## src/rtl/md5_block_padder.sv

```systemverilog
// MD5 block padder: packs a byte stream into 512-bit little-endian blocks and
// appends the 0x80 marker, zero fill and 64-bit message bit length.
module md5_block_padder #(
    parameter int LEN_W = 64
) (
    input  logic         clk,
    input  logic         rst,
    input  logic [7:0]   in_data,
    input  logic         in_valid,
    input  logic         in_last,
    input  logic         in_empty,
    output logic         in_ready,
    output logic [511:0] blk_data,
    output logic         blk_valid,
    input  logic         blk_ready,
    output logic         blk_first,
    output logic         blk_last
);
    localparam logic [1:0] S_FILL = 2'd0;
    localparam logic [1:0] S_PAD  = 2'd1;
    localparam logic [1:0] S_LEN  = 2'd2;
    localparam logic [1:0] S_EMIT = 2'd3;

    localparam logic [1:0] K_DATA  = 2'd0;
    localparam logic [1:0] K_SPILL = 2'd1;
    localparam logic [1:0] K_FINAL = 2'd2;

    logic [1:0]       r_state;
    logic [1:0]       r_kind;
    logic [5:0]       r_ptr;
    logic [LEN_W-1:0] r_len;
    logic             r_first;
    logic             r_pad_pending;
    logic [511:0]     r_buf;
    logic [63:0]      w_len64;
    logic [8:0]       w_bit_ofs;

    // Length counter is zero-extended into the fixed 64-bit length field.
    always_comb begin
        w_len64 = '0;
        w_len64[LEN_W-1:0] = r_len;
    end

    assign w_bit_ofs = {r_ptr, 3'b000};

    assign in_ready  = (r_state == S_FILL) && !rst;
    assign blk_valid = (r_state == S_EMIT);
    assign blk_first = blk_valid && r_first;
    assign blk_last  = blk_valid && (r_kind == K_FINAL);
    assign blk_data  = r_buf;

    always_ff @(posedge clk) begin
        if (rst) begin
            r_state       <= S_FILL;
            r_kind        <= K_DATA;
            r_ptr         <= '0;
            r_len         <= '0;
            r_first       <= 1'b1;
            r_pad_pending <= 1'b0;
            r_buf         <= '0;
        end else begin
            case (r_state)
                S_FILL: begin
                    if (in_valid) begin
                        if (!in_empty) begin
                            r_buf[w_bit_ofs +: 8] <= in_data;
                            r_ptr                 <= r_ptr + 6'd1;
                            r_len                 <= r_len + LEN_W'(8);
                        end
                        if (!in_empty && (r_ptr == 6'd63)) begin
                            r_state       <= S_EMIT;
                            r_kind        <= K_DATA;
                            r_pad_pending <= in_last;
                        end else if (in_last) begin
                            r_state <= S_PAD;
                        end
                    end
                end
                S_PAD: begin
                    // Bytes past ptr are still zero from the last block clear or reset.
                    r_buf[w_bit_ofs +: 8] <= 8'h80;
                    if (r_ptr <= 6'd55) begin
                        r_buf[511:448] <= w_len64;
                        r_kind         <= K_FINAL;
                    end else begin
                        r_kind <= K_SPILL;
                    end
                    r_state <= S_EMIT;
                end
                S_LEN: begin
                    r_buf[511:448] <= w_len64;
                    r_kind         <= K_FINAL;
                    r_state        <= S_EMIT;
                end
                default: begin
                    if (blk_ready) begin
                        r_buf   <= '0;
                        r_ptr   <= '0;
                        r_first <= 1'b0;
                        case (r_kind)
                            K_FINAL: begin
                                r_state       <= S_FILL;
                                r_len         <= '0;
                                r_first       <= 1'b1;
                                r_pad_pending <= 1'b0;
                            end
                            K_SPILL: r_state <= S_LEN;
                            default: begin
                                r_state       <= r_pad_pending ? S_PAD : S_FILL;
                                r_pad_pending <= 1'b0;
                            end
                        endcase
                    end
                end
            endcase
        end
    end
endmodule

```

## config.mk

```make
export PLATFORM = sky130hd
export DESIGN_NAME = md5_block_padder
export DESIGN_NICKNAME = d
export VERILOG_FILES = /design/src/rtl/md5_block_padder.sv
export SDC_FILE = /design/constraint.sdc
export NUM_CORES = 1
export LEC_CHECK = 0
export BUFFER_PORTS_ARGS = -buffer_cell sky130_fd_sc_hd__buf_2
export CAP_MARGIN = 20
export CORE_UTILIZATION = 30
export DETAILED_ROUTE_END_ITERATION = 8
export SLEW_MARGIN = 20
export SYNTH_ARGS = -nofsm -noshare
export SYNTH_HDL_FRONTEND = slang
export SYNTH_SLANG_ARGS = --single-unit
```

## constraint.sdc

```tcl
create_clock -name clk -period 3.2 [get_ports clk]
set_clock_uncertainty 0.2 [all_clocks]
set_input_delay 0 -clock clk [delete_from_list [all_inputs] [get_ports clk]]
set_output_delay 0 -clock clk [all_outputs]
set_load 0.1 [all_outputs]
```

==> Yosys cells after proc, flatten, opt, wreduce, memory -nomap -nowiden <==
Index checks and enable logic that the tools add are counted.
{ "classes": {"n_addsub": 3, "order_cmp": 1, "eq_ne": 11, "n_shift": 3, "n_mux": 34, "n_bitwise": 3, "reduce_logical": 23} }
{ "op_table": {"columns": ["operator", "n"], "rows": [
  ["$mux W512", 3],
  ["$pmux W448 S3", 1],
  ["$bwmux W512", 2],
  ["$shift A8 B11 Y512 const A", 1],
  ["$shiftx A8 B11 Y512", 1],
  ["$shiftx A8 B11 Y512 const A", 1],
  ["$mux W64", 5],
  ["$pmux W64 S3", 1],
  ["$pmux W64 S2", 1],
  ["$add A64 B4 Y64 const B", 1],
  ["$mux W6", 3],
  ["$mux W2", 7],
  ["$pmux W6 S2", 1],
  ["$neg A9 Y11", 1],
  ["$reduce_and A5 Y1", 2],
  ["$reduce_and A3 Y1", 3],
  ["$reduce_bool A3 Y1", 3],
  ["$pmux W2 S2", 2],
  ["$reduce_and A4 Y1", 2],
  ["$add A6 B1 Y6 const B", 1],
  ["$eq A2 B2 Y1 const B", 3],
  ["$eq A6 B6 Y1 const B", 1],
  ["$le A6 B6 Y1 const B", 1],
  ["$mux W1", 6],
  ["15 further kinds", 25]
]} }
{ "totals": {"reg_bits": 588, "output_inout_bits": 516} }

==> Logic depth before layout (Yosys ltp) <==
Gate-level depths: netlist of run 1.
{ "logic_depth": {"depth_word": 6, "mapped_depth": 15, "ltp_nobuf": 7} }

==> Least setup slack after synthesis of run 1 <==
No wires, ideal clock.
{ "synth_timing": {"path_type": "reg-to-reg", "from": "register r_ptr[0]", "to": "register r_buf[167], in the netlist blk_data[167]", "setup_ns": 0.086, "arrival_ns": 3.174, "required_ns": 2.914, "path_slack_ns": -0.260, "stages_incl_launch_ff": 15, "path_buffers": 7, "synth_period_minus_slack_ns": 3.460, "path_cell_list": "dfxtp_1 > buf_2 > buf_4 > buf_2 > buf_1 > inv_1 > ha_1 > buf_4 > xnor2_1 > clkbuf_1 > o211ai_1 > buf_2 > nor3_2 > a21oi_1 > a211oi_1"} }
{ "synth_via": {"elab_chain_len": 6, "word_cells_on_any_way": 9} }
{ "synth_lines": {"columns": ["element", "line", "text"], "rows": [
  ["start: declaration", "30", "logic [5:0] r_ptr;"],
  ["start signal: assignment", "67", "r_ptr <= r_ptr + 6'd1;"],
  ["$neg A9 Y11 (*)", "66, 81", null],
  ["$shiftx A8 B11 Y512 / $shift A8 B11 Y512 (equally long branches)", "66, 81", null],
  ["$bwmux W512", "66", "r_buf[w_bit_ofs +: 8] <= in_data;"],
  ["$mux W512", "65", "if (!in_empty) begin"],
  ["$mux W512", "64", "if (in_valid) begin"],
  ["$pmux W448 S3 (*)", "62", "case (r_state)"],
  ["end signal: indexed assignment", "66", null],
  ["end: declaration", "34", "logic [511:0] r_buf;"]
]} }
Mark *: on every way between the ends. The rest lies on a longest branch, timed or not. The select of a mux whose other input is x is not followed.
A chain may end at the register's enable or synchronous reset.

==> Worst setup path after layout of run 1 <==
{ "layout_timing": {"from": "register r_ptr[2]", "to": "register r_buf[275], in the netlist blk_data[275]"} }
Same word-level chain as after synthesis.

==> impl_metrics.toml, run 1 <==
[global_routing]
gr-total-overflow = 0
grt_pass1_vias = 21970
grt_pass1_wl_mm = 156.4
grt_max_degree = 89
grt_usage = 0.2544
antenna_found_initial = 4

[yosys]
synthCells = 2566
synth_warnings = 0
synthTopCellsByArea = "dfxtp_1, a22o_1, nor2_1"
synthesis.nets = 2593
yosysSeqAreaShare = 0.4801
synth_top_area_frac = 0.4801
mappedNetlistArea_sq_um = 24390
synth_top_family_by_area = "compound AO/OA/AOI/OAI gates"
synth-adder-area-share = 0.006668
syn_area_per_cell_sq_um = 9.506
synth_top_cell_by_area = "dfxtp_1"
synth_simple_gate_area_frac = 0.1783
synth-edff-count = 0
ys_seq_elements = 585
synth_xor_area_frac = 0.01862
synthMuxAreaShare = 0.01134
synth_compound_area_frac = 0.2624
synth-async-reset-ratio = 0
ys_types = 107
synthFlopType = "dfxtp_1"

[power_and_ir_drop]
p_sw_mw = 7.415
vdd_drop_max_mv = 0.3479
p_int_mw = 13.67
p_leak_nw = 12.97
p_clk_frac = 0.396
p_comb_frac = 0.254
powerDensity_nw_per_um2 = 661.5
power_frac_seq = 0.350
swShare = 0.3517

[routing]
routedWlPerCell_um = 25.60
drtPass1Iterations = 5
ant_nets = 0
vias = 24000
drc = 0
drtIter0Drc = 2386
drt_wl_total_mm = 110.2
via_per_inst = 5.576

[timing]
fmax_mhz = 322.8
period_share = 0.9679
grt_setup_unrepaired = "true"
finalSetupTns_ps = 0
worstMarginPinSlew_ps = 1039
slew_violations = 0
relSlewSlack = 0.3076
hold_viol = 0
setup_viol = 0
fin_crit_ps = 3097

[cts]
cts_made_buffers = 69
insertion_delay_ps = 620
clock_sinks = 585
root_buffer = "clkbuf_16"
htreeDepth = 3
cts_tree = "built"
clk_pin_slew_ps = 70
cts_max_path_buffers = 3

[final_layout]
drive_gt1_frac = 0.3011
fillerInstances = 8088
area_growth_pct = 30.67
regArea_sq_um = 11710
multi_input_area_sq_um = 11790
final_nets = 3213
fin_util = 0.3957

[outcome]
outcome = "complete, no violations"

[floorplan]
ioPinCount = 530
start_util = 0.3028
die_y_um = 287.1
rows = 104
coreArea_sq_um = 80550
die_w_um = 287.1
die_area_sq_um = 82450

[setup_path]
critPathSlowestCell = "or4_1"
cp_num_buf_inv = 1
endpoint_kind = "register"
crit_chain = "buf_4 -> or4_1 -> o211ai_2 -> nor2_1 -> a31oi_1 -> a22o_1"
startpoint_type = "register"
worstPathMaxFanout = 10
critPathKind = "register to register"
cp_slowest_stage_delay_ps = 750
critical_path_required_ps = 3550
worstPathArrival_ps = 3440
crit_family = "compound AO/OA/AOI/OAI gates"

[placed_design]
gp_congestion = 0.9140
hpwl_mm = 81.59
portBuffers = 529

[run]
drv_cap = 0

[hold_path]
hold_path.class = "input port to register"
[worst paths after layout]
path,startpoint,endpoint,slack (ps),cells after the start
worst min register to register,blk_data[396]$_SDFFE_PP0P_,blk_data[396]$_SDFFE_PP0P_,250,2
worst max-delay path,r_ptr[2]$_SDFFE_PP0P_,blk_data[275]$_SDFFE_PP0P_,100,6
worst max register to register,r_ptr[2]$_SDFFE_PP0P_,blk_data[275]$_SDFFE_PP0P_,100,6
worst min-delay path,in_data[4],blk_data[332]$_SDFFE_PP0P_,190,4
[cell families (layout without fill, tap and decap cells)]
| family | Yosys count | in the layout |
|---|---|---|
| AO/OA/AOI/OAI | 846 | 846 |
| XOR/XNOR | 48 | 48 |
| adder cells (fa/ha/maj) | 13 | 13 |
| buffers and inverters | 240 | 915 |
| flip-flops | 585 | 585 |
| multiplexers | 27 | 27 |
| other | 0 | 3 |
| AND/OR/NAND/NOR | 807 | 807 |
[cell usage after synthesis (all sizes together), types with 12 or more instances]
master     n
nor3      59
nand2b    57
o211ai    26
ha        13
a221o     28
nor2     226
a22oi     18
nand4     63
a22o     135
a32oi     56
nand3    104
nor2b     17
inv       27
o21ai     82
clkbuf   124
a31oi     51
and3      21
a32o      19
o22ai     21
or3       19
a311oi    30
o31ai     20
xor2      33
dfxtp    585
o2bb2ai   91
nor4      15
xnor2     15
a21oi    161
nand3b    12
mux2i     22
nand2    124
and2      34
buf       89
a211oi    29
[registers in the layout, indices dropped and copies added (netlist names)]
register / count
blk_data: 512
r_first: 1
r_kind: 2
r_len: 61
r_pad_pending: 1
r_ptr: 6
r_state: 2
[repair_timing]
action                     4_1_cts  5_1_grt
resized for setup                1       11
setup endpoints to repair        1       60
cloned                           0        0
hold endpoints to repair       247        0
hold buffers                    14        0
buffers inserted                 0        0
[worst reg2reg max path: cells and delay by family (launching register included)]
family / cells / cell delay, ps
buffers and inverters: 1 / 220
AOI/OAI and AO/OA: 3 / 1300
DFF: 1 / 390
and+or+nand+nor: 2 / 910
[cells in the final DEF (no fill, tap or decap), types with 47 or more instances in the layout]
master     synthesis  routed
a21oi_1          156     154
a22o_1           135     135
a31oi_1           49      49
a32oi_1           55      55
buf_2             53     528
buf_4             10     211
clkbuf_16          0      69
dfxtp_1          585     584
nand2_1          124     123
nand2b_1          57      56
nand3_1          104     102
nand4_1           60      60
nor2_1           221     216
nor3_1            48      47
o21ai_0           79      78
o2bb2ai_1         91      91
[per-layer routing]
| metal | wire [um] | share of wire | global-route usage |
|---|---|---|---|
| met5 | 22 | 0.00020 | 0 |
| met4 | 3453 | 0.031 | 0.08152 |
| met3 | 9399 | 0.085 | 0.05905 |
| met2 | 52510 | 0.48 | 0.4239 |
| met1 | 44780 | 0.41 | 0.3227 |
[power groups by stage]
stage	combinational (mW)	sequential, mW	clock, mW
finish	5.36	7.38	8.34
global route	5.59	7.38	8.77
floorplan	2.73	7.82	0
CTS	5.23	7.38	8.46
detailed placement	5.21	7.54	0
global placement	5.18	7.54	0
[cell type report]
| class | count | area share |
|---|---|---|
| Antenna cell | 3 | 0.0002355 |
| Timing Repair Buffer | 762 | 0.1424 |
| Clock inverter | 32 | 0.01307 |
| Tap cell | 1060 | 0.04161 |
| Inverter | 27 | 0.003180 |
| Sequential cell | 585 | 0.3675 |
| Clock buffer | 94 | 0.06214 |
| Multi-Input combinational cell | 1741 | 0.3699 |
[through the flow]
stage	setup WS, ps	cells	hold slack (ps)	area (sq um)	power [mW]
6_report	102.6	4304	189.2	31870	21.08
5_1_grt	-5.520	4302	172.5	31870	21.74
4_1_cts	76.48	4301	140.1	31820	21.07
3_5_place_dp	35.48	4161	101.6	29280	12.75
3_3_place_gp	55.27	4161	101.1	29280	12.72
2_1_floorplan	1.684	2566	-53.73	24420	10.55
Note: power is estimated with default switching activity, not from simulation.
==> run 2: changes to the inputs <==
- CAP_MARGIN: 20 -> default
- REMOVE_ABC_BUFFERS: default -> 1
==> impl_metrics.toml, run 2 (synthesis gave the netlist of run 1 again) <==
[final_layout]
largest_reg_flops = 512
drive_gt1_frac = 0.2963
mostFrequentLayoutCells = "dfxtp_1, buf_2, nor2_1"
final_common_cell = "dfxtp_1"
area_growth_pct = 30.03
layout.cells.non_filler = 4278
multi_input_area_sq_um = 11750
fillerInstances = 8074
final_nets = 3191
regArea_sq_um = 11710

[routing]
drc = 0
vias = 23950
drtPass1Iterations = 6
via_per_inst = 5.599
ant_nets = 0
routedWlPerCell_um = 25.06
drt_wl_total_mm = 107.2
drtIter0Drc = 2252

[timing]
fmax_mhz = 332.1
period_share = 0.9410
relSlewSlack = 0.2742
slew_violations = 0
grt_setup_unrepaired = "false"
worst_slack_ps = 188.9
setup_viol = 0
fin_crit_ps = 3011
hold_viol = 0
worstMarginPinSlew_ps = 1089

[run]
drv_cap = 0

[global_routing]
grt_pass1_vias = 21960
gr-total-overflow = 0
antenna_found_initial = 5
grt_usage = 0.2472
grt_pass1_wl_mm = 152.7
grt_max_degree = 96

[power_and_ir_drop]
powerDensity_nw_per_um2 = 670.7
swShare = 0.3461
p_leak_nw = 12.88
power_frac_seq = 0.347
vdd_drop_max_mv = 0.3705
p_comb_frac = 0.247
p_sw_mw = 7.363
p_int_mw = 13.91
p_clk_frac = 0.406

[floorplan]
coreArea_sq_um = 80550
die_w_um = 287.1
start_util = 0.3028
die_y_um = 287.1
rows = 104
die_area_sq_um = 82450
ioPinCount = 530

[cts]
cts_made_buffers = 68
insertion_delay_ps = 620
post_cts_buffers = 0
htreeDepth = 3
clk_pin_slew_ps = 70
clock_sinks = 585
cts_tree = "built"
cts_max_path_buffers = 3
root_buffer = "clkbuf_16"

[setup_path]
endpoint_kind = "register"
critPathKind = "register to register"
startpoint_type = "register"
worstPathArrival_ps = 3340
critical_path_required_ps = 3530
worstPathMaxFanout = 12

[outcome]
outcome = "complete, no violations"

[placed_design]
pre_cts_ws_ps = 38.93
portBuffers = 529
gp_congestion = 0.9106
numPlacedInstances = 4140
hpwl_mm = 78.97

[hold_path]
hold_path.class = "input port to register"
## run 2: layout make-up
type                    count  share of cell area
multi-input cells        1741              0.3705
clock inverters            37             0.01775
diodes                      2           0.0001578
flip-flops and latches    585              0.3693
repair buffers            741              0.1369
well taps                1060             0.04182
inverters                  27            0.003195
clock buffers              85             0.06040
## run 2: worst paths after layout
check                                                 from                    endpoint  slack (ps)  cells past startpoint
worst max-delay path                 r_ptr[2]$_SDFFE_PP0P_  blk_data[329]$_SDFFE_PP0P_         190                      6
worst min-delay path                            in_data[5]  blk_data[333]$_SDFFE_PP0P_         130                      4
worst max register to register       r_ptr[2]$_SDFFE_PP0P_  blk_data[329]$_SDFFE_PP0P_         190                      6
worst min register to register  blk_data[173]$_SDFFE_PP0P_  blk_data[173]$_SDFFE_PP0P_         250                      2
## run 2: power groups by stage
stage	Combinational (mW)	Sequential, mW	Clock, mW
final	5.26	7.38	8.64
after global routing	5.45	7.38	9.03
after CTS	5.15	7.38	8.72
after detailed placement	5.13	7.54	0
after global placement	5.12	7.54	0
after floorplan	2.25	7.88	0
## run 2: metal layers
layer / track usage / part of all wire
met3: 0.05913 / 0.083
met5: 0 / 0.00036
met4: 0.1070 / 0.046
met2: 0.3801 / 0.45
met1: 0.3281 / 0.42
## run 2: critical path, stage by stage (launching register included)
cell	delay, ps
dfxtp_1	460
buf_4	230
or3_1	470
and3_1	290
or2_2	450
a31oi_1	620
o2bb2ai_1	180
## run 2: through the flow
step / instance area (sq um) / TNS [ps] / util / total power [mW] / hold slack (ps)
after floorplan: 23460 / -2071620 / - / 10.13 / -130.9
after global placement: 29080 / 0 / 0.3611 / 12.66 / 102.2
after detailed placement: 29080 / 0 / 0.3611 / 12.67 / 99.43
after CTS: 31700 / 0 / 0.3936 / 21.26 / 111.1
after global routing: 31710 / 0 / 0.3937 / 21.86 / 131.3
final: 31720 / 0 / 0.3938 / 21.27 / 134.3
## run 2: repair_timing
action | CTS | global route
endpoints found under the setup margin | 0 | 31
resized for setup | 0 | 3
endpoints found under the hold margin | 156 | 0
hold buffers | 14 | 0
